===== src/rtl/move_scheduler.sv =====
// Frame-synchronous sprite movement scheduler: queues key-press commands and
// applies at most one per video frame on the vertical-sync tick, sequencing jumps.
module move_scheduler #(
    parameter int X_INIT      = 304,
    parameter int Y_INIT      = 400,
    parameter int X_MAX       = 639,
    parameter int SPR_W       = 32,
    parameter int STEP        = 8,
    parameter int JUMP_FRAMES = 8,
    parameter int FIFO_DEPTH  = 4
) (
    input  logic       clk,
    input  logic       rst,
    input  logic       left,
    input  logic       right,
    input  logic       middle,
    input  logic       v_sync,
    output logic [9:0] x_pos,
    output logic [8:0] y_pos,
    output logic [7:0] counter,
    output logic       busy,
    output logic       fifo_full,
    output logic       dropped
);

    localparam int AW = $clog2(FIFO_DEPTH);
    localparam int FW = $clog2(JUMP_FRAMES + 1);

    localparam logic [AW-1:0] PTR_ONE  = AW'(1);
    localparam logic [AW:0]   DEPTH_C  = (AW + 1)'(FIFO_DEPTH);
    localparam logic [AW:0]   CNT_ONE  = (AW + 1)'(1);
    localparam logic [FW-1:0] JF_C     = FW'(JUMP_FRAMES);
    localparam logic [FW-1:0] FR_ONE   = FW'(1);
    localparam logic [10:0]   X_STEP_C = 11'(STEP);
    localparam logic [10:0]   X_LIM_C  = 11'(X_MAX - SPR_W + 1);
    localparam logic [9:0]    X_INIT_C = 10'(X_INIT);
    localparam logic [8:0]    Y_STEP_C = 9'(STEP);
    localparam logic [8:0]    Y_INIT_C = 9'(Y_INIT);

    typedef enum logic [1:0] {
        ST_IDLE = 2'd0,
        ST_RISE = 2'd1,
        ST_FALL = 2'd2
    } state_t;

    localparam logic [1:0] CMD_LEFT   = 2'd0;
    localparam logic [1:0] CMD_RIGHT  = 2'd1;
    localparam logic [1:0] CMD_MIDDLE = 2'd2;

    logic [1:0]    vs_sync_q;
    logic          vs_prev_q;
    logic          tick_q;
    logic          tick_d;
    logic [2:0]    key_prev_q;
    logic [1:0]    fifo_mem_q [FIFO_DEPTH];
    logic [1:0]    fifo_mem_d [FIFO_DEPTH];
    logic [AW-1:0] wr_ptr_q, wr_ptr_d;
    logic [AW-1:0] rd_ptr_q, rd_ptr_d;
    logic [AW:0]   count_q, count_d;
    state_t        state_q, state_d;
    logic [FW-1:0] frame_q, frame_d;
    logic [9:0]    x_q, x_d;
    logic [8:0]    y_q, y_d;
    logic [7:0]    cnt_q, cnt_d;
    logic          busy_q, busy_d;
    logic          full_q, full_d;
    logic          dropped_q, dropped_d;

    logic [2:0]    edge_s;
    logic          push_req_s, push_ok_s, pop_s, multi_s;
    logic [1:0]    push_cmd_s, head_s;
    logic [10:0]   x_ext_s, x_dec_s, x_inc_s;
    logic [FW-1:0] frame_inc_s;

    // Frame tick: sync stage fall detect, registered so a v_sync fall yields a tick 3 clk later
    always_comb begin
        tick_d = vs_prev_q & ~vs_sync_q[1];
    end

    // Command queue: key edge detect, priority push, drop reporting, pop on tick
    always_comb begin
        edge_s     = {middle, left, right} & ~key_prev_q;
        push_req_s = |edge_s;
        multi_s    = (edge_s[2] & (edge_s[1] | edge_s[0])) | (edge_s[1] & edge_s[0]);
        pop_s      = tick_q && (count_q != {(AW + 1){1'b0}});
        head_s     = fifo_mem_q[rd_ptr_q];
        if (edge_s[2]) begin
            push_cmd_s = CMD_MIDDLE;
        end else if (edge_s[1]) begin
            push_cmd_s = CMD_LEFT;
        end else begin
            push_cmd_s = CMD_RIGHT;
        end
        // a full queue still accepts a push when the same cycle pops
        push_ok_s  = push_req_s && ((count_q != DEPTH_C) || pop_s);
        dropped_d  = multi_s || (push_req_s && !push_ok_s);
        fifo_mem_d = fifo_mem_q;
        wr_ptr_d   = wr_ptr_q;
        rd_ptr_d   = rd_ptr_q;
        count_d    = count_q;
        if (push_ok_s) begin
            fifo_mem_d[wr_ptr_q] = push_cmd_s;
            wr_ptr_d             = wr_ptr_q + PTR_ONE;
            count_d              = count_d + CNT_ONE;
        end else begin
            wr_ptr_d = wr_ptr_q;
        end
        if (pop_s) begin
            rd_ptr_d = rd_ptr_q + PTR_ONE;
            count_d  = count_d - CNT_ONE;
        end else begin
            rd_ptr_d = rd_ptr_q;
        end
        full_d = (count_d == DEPTH_C);
    end

    // Movement FSM: horizontal moves from popped commands, vertical jump sequencing
    always_comb begin
        state_d     = state_q;
        frame_d     = frame_q;
        x_d         = x_q;
        y_d         = y_q;
        cnt_d       = cnt_q;
        busy_d      = busy_q;
        x_ext_s     = {1'b0, x_q};
        x_dec_s     = (x_ext_s < X_STEP_C) ? 11'd0 : (x_ext_s - X_STEP_C);
        x_inc_s     = ((x_ext_s + X_STEP_C) > X_LIM_C) ? X_LIM_C : (x_ext_s + X_STEP_C);
        frame_inc_s = frame_q + FR_ONE;

        if (pop_s) begin
            if (head_s == CMD_MIDDLE) begin
                // a jump request only starts from the ground; mid-jump it is discarded
                if (state_q == ST_IDLE) begin
                    state_d = ST_RISE;
                    busy_d  = 1'b1;
                    frame_d = {FW{1'b0}};
                    cnt_d   = cnt_q + 8'd1;
                end else begin
                    cnt_d = cnt_q;
                end
            end else begin
                x_d   = (head_s == CMD_LEFT) ? x_dec_s[9:0] : x_inc_s[9:0];
                cnt_d = cnt_q + 8'd1;
            end
        end else begin
            x_d = x_q;
        end

        case (state_q)
            ST_IDLE: begin
                y_d = y_q;
            end
            ST_RISE: begin
                if (tick_q) begin
                    y_d     = y_q - Y_STEP_C;
                    frame_d = frame_inc_s;
                    if (frame_inc_s == JF_C) begin
                        state_d = ST_FALL;
                        frame_d = {FW{1'b0}};
                    end else begin
                        state_d = ST_RISE;
                    end
                end else begin
                    y_d = y_q;
                end
            end
            ST_FALL: begin
                if (tick_q) begin
                    y_d     = y_q + Y_STEP_C;
                    frame_d = frame_inc_s;
                    if (frame_inc_s == JF_C) begin
                        y_d     = Y_INIT_C;
                        busy_d  = 1'b0;
                        state_d = ST_IDLE;
                        frame_d = {FW{1'b0}};
                    end else begin
                        state_d = ST_FALL;
                    end
                end else begin
                    y_d = y_q;
                end
            end
            default: begin
                state_d = ST_IDLE;
                y_d     = Y_INIT_C;
                busy_d  = 1'b0;
                frame_d = {FW{1'b0}};
            end
        endcase
    end

    // State register with synchronous reset
    always_ff @(posedge clk) begin
        if (rst) begin
            vs_sync_q  <= 2'b11;
            vs_prev_q  <= 1'b1;
            tick_q     <= 1'b0;
            key_prev_q <= 3'b000;
            for (int i = 0; i < FIFO_DEPTH; i++) begin
                fifo_mem_q[i] <= 2'd0;
            end
            wr_ptr_q   <= {AW{1'b0}};
            rd_ptr_q   <= {AW{1'b0}};
            count_q    <= {(AW + 1){1'b0}};
            state_q    <= ST_IDLE;
            frame_q    <= {FW{1'b0}};
            x_q        <= X_INIT_C;
            y_q        <= Y_INIT_C;
            cnt_q      <= 8'd0;
            busy_q     <= 1'b0;
            full_q     <= 1'b0;
            dropped_q  <= 1'b0;
        end else begin
            vs_sync_q  <= {vs_sync_q[0], v_sync};
            vs_prev_q  <= vs_sync_q[1];
            tick_q     <= tick_d;
            key_prev_q <= {middle, left, right};
            fifo_mem_q <= fifo_mem_d;
            wr_ptr_q   <= wr_ptr_d;
            rd_ptr_q   <= rd_ptr_d;
            count_q    <= count_d;
            state_q    <= state_d;
            frame_q    <= frame_d;
            x_q        <= x_d;
            y_q        <= y_d;
            cnt_q      <= cnt_d;
            busy_q     <= busy_d;
            full_q     <= full_d;
            dropped_q  <= dropped_d;
        end
    end

    assign x_pos     = x_q;
    assign y_pos     = y_q;
    assign counter   = cnt_q;
    assign busy      = busy_q;
    assign fifo_full = full_q;
    assign dropped   = dropped_q;

endmodule

===== config.mk =====
export PLATFORM = sky130hd
export DESIGN_NAME = move_scheduler
export DESIGN_NICKNAME = d
export VERILOG_FILES = /design/src/rtl/move_scheduler.sv
export SDC_FILE = /design/constraint.sdc
export NUM_CORES = 1
export LEC_CHECK = 0
export ABC_CLOCK_PERIOD_IN_PS = 3200
export CORE_MARGIN = 5
export CORE_UTILIZATION = 57
export CTS_CLUSTER_SIZE = 20
export DETAILED_ROUTE_END_ITERATION = 8
export PLACE_DENSITY = 0.81
export SYNTH_ARGS = -nofsm -noshare
export SYNTH_HDL_FRONTEND = slang
export SYNTH_SLANG_ARGS = --single-unit

===== constraint.sdc =====
create_clock -name clk -period 3.2 [get_ports clk]
set_clock_uncertainty 0.15 [all_clocks]
set_input_delay 0.64 -clock clk [delete_from_list [all_inputs] [get_ports clk]]
set_output_delay 0.64 -clock clk [all_outputs]
set_load 0.01 [all_outputs]

==> results of run 1 <==
==> per-layer routing <==
layer,global-route usage (%),vias up
met3,3.88,8
met2,34.6,76
met1,24.8,1385
met5,0,-
met4,6.62,0
li1,-,1470
==> placed cells by master, fill, tap and decap left out, drive strengths merged, types with 3 or more instances in the layout <==
cell type      instances
nand3                 20
dfxtp                 52
nand2                 31
o31ai                  5
clkdlybuf4s50         29
nor2                  40
a31oi                  6
and3                   3
and4                   3
ha                    17
nand2b                 8
a21o                   3
a211oi                 5
o21a                   7
buf                    6
nor2b                  9
a21boi                 3
a21oi                 32
xnor2                  3
conb                   6
a211o                  3
nor3                   8
a22oi                  4
o21ai                 16
o211ai                10
clkbuf                 5
or2                    7
xor2                  12
and2                   6
inv                   23
or3                    4
==> cells by family after synthesis <==
logic type                 count (synthesis)
muxes                                      4
and+or+nand+nor                          154
buffers and inverters                     49
DFF                                       52
adders and majority gates                 18
other                                      1
xor gates and xnor gates                  15
AOI/OAI and AO/OA                        112
==> cell type report <==
cell class              count  area share [%]
clock inverters             3           0.622
repair buffers             35            9.26
multi-input cells         309            54.7
clock buffers               5            1.90
well taps                  72            2.49
inverters                  22            2.28
flip-flops and latches     52            28.7
==> report_power, final <==
part,internal (uW),total [uW],switching [uW]
Combinational,113,256,143
Sequential,677,713,36.1
Clock,157,385,228
==> state kept, by name, summed over array words and instances (netlist names) <==
signal      cells
count_q         3
vs_prev_q       1
y_pos           6
tick_q          1
counter         8
fifo_full       1
key_prev_q      3
busy            1
rd_ptr_q        2
wr_ptr_q        2
dropped         1
fifo_mem_q      8
vs_sync_q       2
x_pos           7
frame_q         4
state_q         2
==> per-stage QoR <==
stage / hold slack, ps / cell area (sq um) / power, uW / TNS, ps / cells
after floorplan: 239 / 3230 / 913 / 0 / 410
after CTS: 273 / 3620 / 1360 / 0 / 498
after global placement: 252 / 3530 / 968 / 0 / 490
after detailed placement: 249 / 3530 / 982 / -29.6 / 490
final: 268 / 3620 / 1350 / 0 / 498
after global routing: 288 / 3620 / 1430 / 0 / 498
==> worst max-delay path, stage by stage <==
cell             delay [ps]
clkdlybuf4s50_1         470
nor2b_1                 250
o31a_1                  380
nor2_1                   70
a21oi_1                 200
ha_1                    210
nor4bb_1                270
nor2_1                   90
a21o_1                  160
a21oi_1                 160
o21a_1                  140
==> final timing paths <==
| check | from | to | cells after the start |
|---|---|---|---|
| max | left | fifo_full$_SDFF_PP0_ | 11 |
| min | vs_prev_q$_SDFF_PP1_ | tick_q$_SDFF_PP0_ | 2 |
| max reg2reg | count_q[0]$_SDFF_PP0_ | fifo_full$_SDFF_PP0_ | 12 |
| min reg2reg | vs_prev_q$_SDFF_PP1_ | tick_q$_SDFF_PP0_ | 2 |
==> out/metrics.yaml, run 1 <==
status: "finished clean"
utilization_pct: 65.8
track_usage_pct: 20.0
cp-end-kind: "flip-flop"
multiInputGateArea_sq_um: 1980
regToRegSetupSlack_ps: 390
io_buffers: 29
power_leakage_uw: 0.00129
yosys-top-cells-area: "dfxtp_1, ha_1, a21oi_1"
yosysMostFrequentCell: "dfxtp_1"
criticalPathCategory: "in2reg"
min_path_type: "reg2reg"
cts_sinks: 52
die_h_um: 85.1
power_density_nw_per_um2: 374
drt_first_iter_violations: 178
rsz0062_at_grt: "false"
syn2layout_area_growth_pct: 12.7
syn_avg_cell_area_sq_um: 7.93
clockBufferDepth: 2
ctsResizeCount: 0
gp_congestion: 0.831
nets: 448
clockRootBuffer: "clkbuf_8"
wl_met1_um: 3260
htreeDepth: 2
ys_types: 67
cts_tree: "yes"
worstMarginPinSlew_ps: 624
overflow: 0
dieArea_sq_um: 7240
yosysWarnings: 0
dp_worst_setup_slack_ps: -29.6
seqCellArea_sq_um: 1040
synth_top_area_share_pct: 32.4
met2WireLength_um: 3460
cts.clk_slew.worst_paths_ps: 90
synth_fa_ha_area_share_pct: 6.93
ys.flop_type: "dfxtp_1"
clock.fmax_mhz: 341
start_util_pct: 58.3
synth_common_cells: "dfxtp_1, nor2_1, a21oi_1"
period_minus_slack_ps: 2930
die_w_um: 85.1
synth_edf_count: 0
yosys.area_share.xor_xnor_pct: 4.09
place.detailed.hpwl_um: 5150
wl_um: 7110
io_pins: 36
top_layer_used: "met4"
ys_ff_latch: 52
worstPathRequired_ps: 3310
antenna_cells: 0
hold_buffers: 0
synth_compound_area_share_pct: 23.3
cp-start-kind: "primary input"
syn-instance-count: 405
drc: 0
synth.largest_area_cell: "dfxtp_1"
grt_pass1_vias: 2840
setup_viol: 0
synth_mux_area_share_pct: 2.06
maxCapViolCount: 0
setup_slack_ps: 267
clock_latency_ps: 310
drt-vias-per-instance: 5.90
maxSlewViolCount: 0
row_count: 27
cp_data_arrival_time_ps: 3040
async_flop_share_pct: 0
relSlewSlack_pct: 58.1
antenna_found_initial: 0
coreArea_sq_um: 5510
vdd_drop_max_v: 0.000291
netlist_area_sq_um: 3210
cp_max_fo: 8
post_cts_buffers: 0
wl_met3_um: 307
drive_above_1_share_pct: 6.34
wire_per_inst_um: 14.3
final_hold_viol_count: 0
synth_seq_area_share_pct: 32.4
first_pass_iters: 5
grt_max_degree: 18
timing.final.crit_share_pct: 91.7
synth_simple_gate_area_share_pct: 24.6
n_fill_cell: 461
ant_nets: 0
grt_pass1_wl_um: 12400
vias: 2939
cts_buffers: 5
synth_top_family_by_area: "simple AND/OR/NAND/NOR gates"
Power figures use the tool's default switching activity.
==> run 2: changes to the inputs <==
--- a/config.mk
+++ b/config.mk
@@ -10,7 +10,7 @@
 export CORE_UTILIZATION = 57
 export CTS_CLUSTER_SIZE = 20
 export DETAILED_ROUTE_END_ITERATION = 8
-export PLACE_DENSITY = 0.81
+export PLACE_DENSITY = 0.9
 export SYNTH_ARGS = -nofsm -noshare
 export SYNTH_HDL_FRONTEND = slang
 export SYNTH_SLANG_ARGS = --single-unit
==> run 2 against run 1 <==
Register-to-register slack hardly changed. Utilization shrank 0.091 points. Worst setup slack got worse by 27 ps. Critical path depth stayed put. Sequential share of layout area is essentially flat.
==> out/metrics.yaml, run 2 (synthesis results as in run 1) <==
status: "finished clean"
wl_met1_um: 3020  # -7.2%
criticalPathCategory: "in2reg"
ff2ff_path_depth: 12  # unchanged
row_count: 27  # unchanged
cts.clk_slew.worst_paths_ps: 90  # about the same
maxCapViolCount: 0  # unchanged
track_usage_pct: 19.7  # -0.26 points
syn2layout_area_growth_pct: 12.6
drc: 0  # unchanged
final_cells: 497  # -0.20%
hold_buffers: 0  # unchanged
finalPower_uw: 1350  # about the same
worstHoldStart: "vs_prev_q$_SDFF_PP1_"
dieArea_sq_um: 7240  # unchanged
ant_nets: 0  # unchanged
io_buffers: 29  # unchanged
setup_slack_ps: 241  # -26.5 ps
htreeDepth: 2  # unchanged
post_cts_buffers: 0  # unchanged
final_hold_viol_count: 0  # unchanged
wl_um: 7200  # +1.3%
clock.fmax_mhz: 338  # -0.90%
final_common_cell: "dfxtp_1"
met2WireLength_um: 3630  # +4.8%
grt_pass1_vias: 2820  # -0.70%
timing.rr.start: "count_q[0]$_SDFF_PP0_"
place.detailed.hpwl_um: 5150  # unchanged
antenna_cells: 0  # unchanged
cp_max_fo: 8  # unchanged
place_inst: 489  # -0.20%
hold_end: "tick_q$_SDFF_PP0_"
regToRegSetupSlack_ps: 390  # about the same
clockBufferDepth: 2  # unchanged
vdd_drop_max_v: 0.000263  # -9.5%
cp-end-kind: "flip-flop"
coreArea_sq_um: 5510  # unchanged
power_leakage_uw: 0.00128  # -0.70%
grt_max_degree: 19  # +1
cts_buffers: 5  # unchanged
die_w_um: 85.1  # unchanged
vias: 3005  # +2.2%
drt-vias-per-instance: 6.05  # +2.5%
post_dp_cell_area_sq_um: 3520  # -0.21%
timing.final.crit_share_pct: 92.5  # +0.83 points
drive_above_1_share_pct: 5.88  # -0.46 points
clockRootBuffer: "clkbuf_8"
grt_pass1_wl_um: 12300  # -0.78%
start_util_pct: 58.3  # unchanged
cts_tree: "yes"
wl_met3_um: 448  # +46%
drt_first_iter_violations: 212  # +19%
top_layer_used: "met4"
nets: 447  # -0.22%
rsz0062_at_grt: "false"
gp_congestion: 0.862  # +3.7%
clock_latency_ps: 300  # about the same
period_minus_slack_ps: 2960  # +26.5 ps
dp_worst_setup_slack_ps: -56.1  # -26.5 ps
cts_sinks: 52  # unchanged
final_cell_mix: "dfxtp_1, nor2_1, a21oi_1, nand2_1, clkdlybuf4s50_1"
worstReg2RegEnd: "fifo_full$_SDFF_PP0_"
wire_per_inst_um: 14.5  # +1.5%
die_h_um: 85.1  # unchanged
holdPathStages: 2  # unchanged
min_path_type: "reg2reg"
first_pass_iters: 5  # unchanged
antenna_found_initial: 0  # unchanged
fin_hold_ws_ps: 269  # +1.08 ps
setup_viol: 0  # unchanged
overflow: 0  # unchanged
worstPathRequired_ps: 3300  # about the same
cp-start-kind: "primary input"
design_area_sq_um: 3620  # -0.14%
io_pins: 36  # unchanged
power_density_nw_per_um2: 374  # about the same
cp_data_arrival_time_ps: 3060  # +20 ps
worstMarginPinSlew_ps: 640  # +16.3 ps
maxSlewViolCount: 0  # unchanged
relSlewSlack_pct: 57.0  # -1.1 points
ctsResizeCount: 0  # unchanged
## run 2: cell types whose count changed in the layout (fill, tap and decap cells not counted)
cell | before | now
buf_4 | 6 | 5
clkbuf_1 | 0 | 1
inv_6 | 1 | 0
clkbuf_8 | 5 | 6
clkinvlp_4 | 0 | 1
clkinv_4 | 1 | 0
clkinv_2 | 1 | 0
## run 2: cell type report
cell class                 instances  area (sq um)
timing repair buffer              34           328
clock buffer                       7          86.3
clock inverter                     1          7.51
fill                             445          1890
multi-input combinational        309          1980
sequential                        52          1040
inverter                          22          82.6
tap                               72          90.1
## run 2: worst max path at each step
| stage | startpoint | end | cells past startpoint |
|---|---|---|---|
| floorplan | middle | fifo_full$_SDFF_PP0_ | 11 |
| global placement | left | fifo_full$_SDFF_PP0_ | 10 |
| finish | left | fifo_full$_SDFF_PP0_ | 11 |
| detailed placement | left | fifo_full$_SDFF_PP0_ | 11 |
| CTS | left | fifo_full$_SDFF_PP0_ | 11 |
| global route | left | fifo_full$_SDFF_PP0_ | 11 |
## run 2: worst max-delay path, cell delays in order
cell,delay [ps]
clkdlybuf4s50_1,460
nor2b_1,260
o31a_1,380
nor2_1,70
a21oi_1,190
ha_1,200
nor4bb_1,280
nor2_1,100
a21o_1,170
a21oi_1,160
o21a_1,140
## run 2: report_power, final
part	internal (uW)	leakage (uW)	total (uW)	switching, uW
logic	108	0.000812	252	144
registers	677	0.000423	713	35.7
clock network	176	0.0000445	388	212
total	961	0.00128	1350	392
## run 2: per-layer routing
layer | up-vias | global-route usage, %
met2 | 124 | 34.0
met4 | 0 | 7.05
li1 | 1466 | -
met3 | 15 | 4.08
met5 | - | 0
met1 | 1400 | 24.3
## run 2: metrics by stage
stage	TNS (ps)	utilization, %
6_report	0	65.7
5_1_grt	0	65.7
3_5_place_dp	-56.1	64.0
4_1_cts	0	65.7
3_3_place_gp	0	64.0
2_1_floorplan	0	-
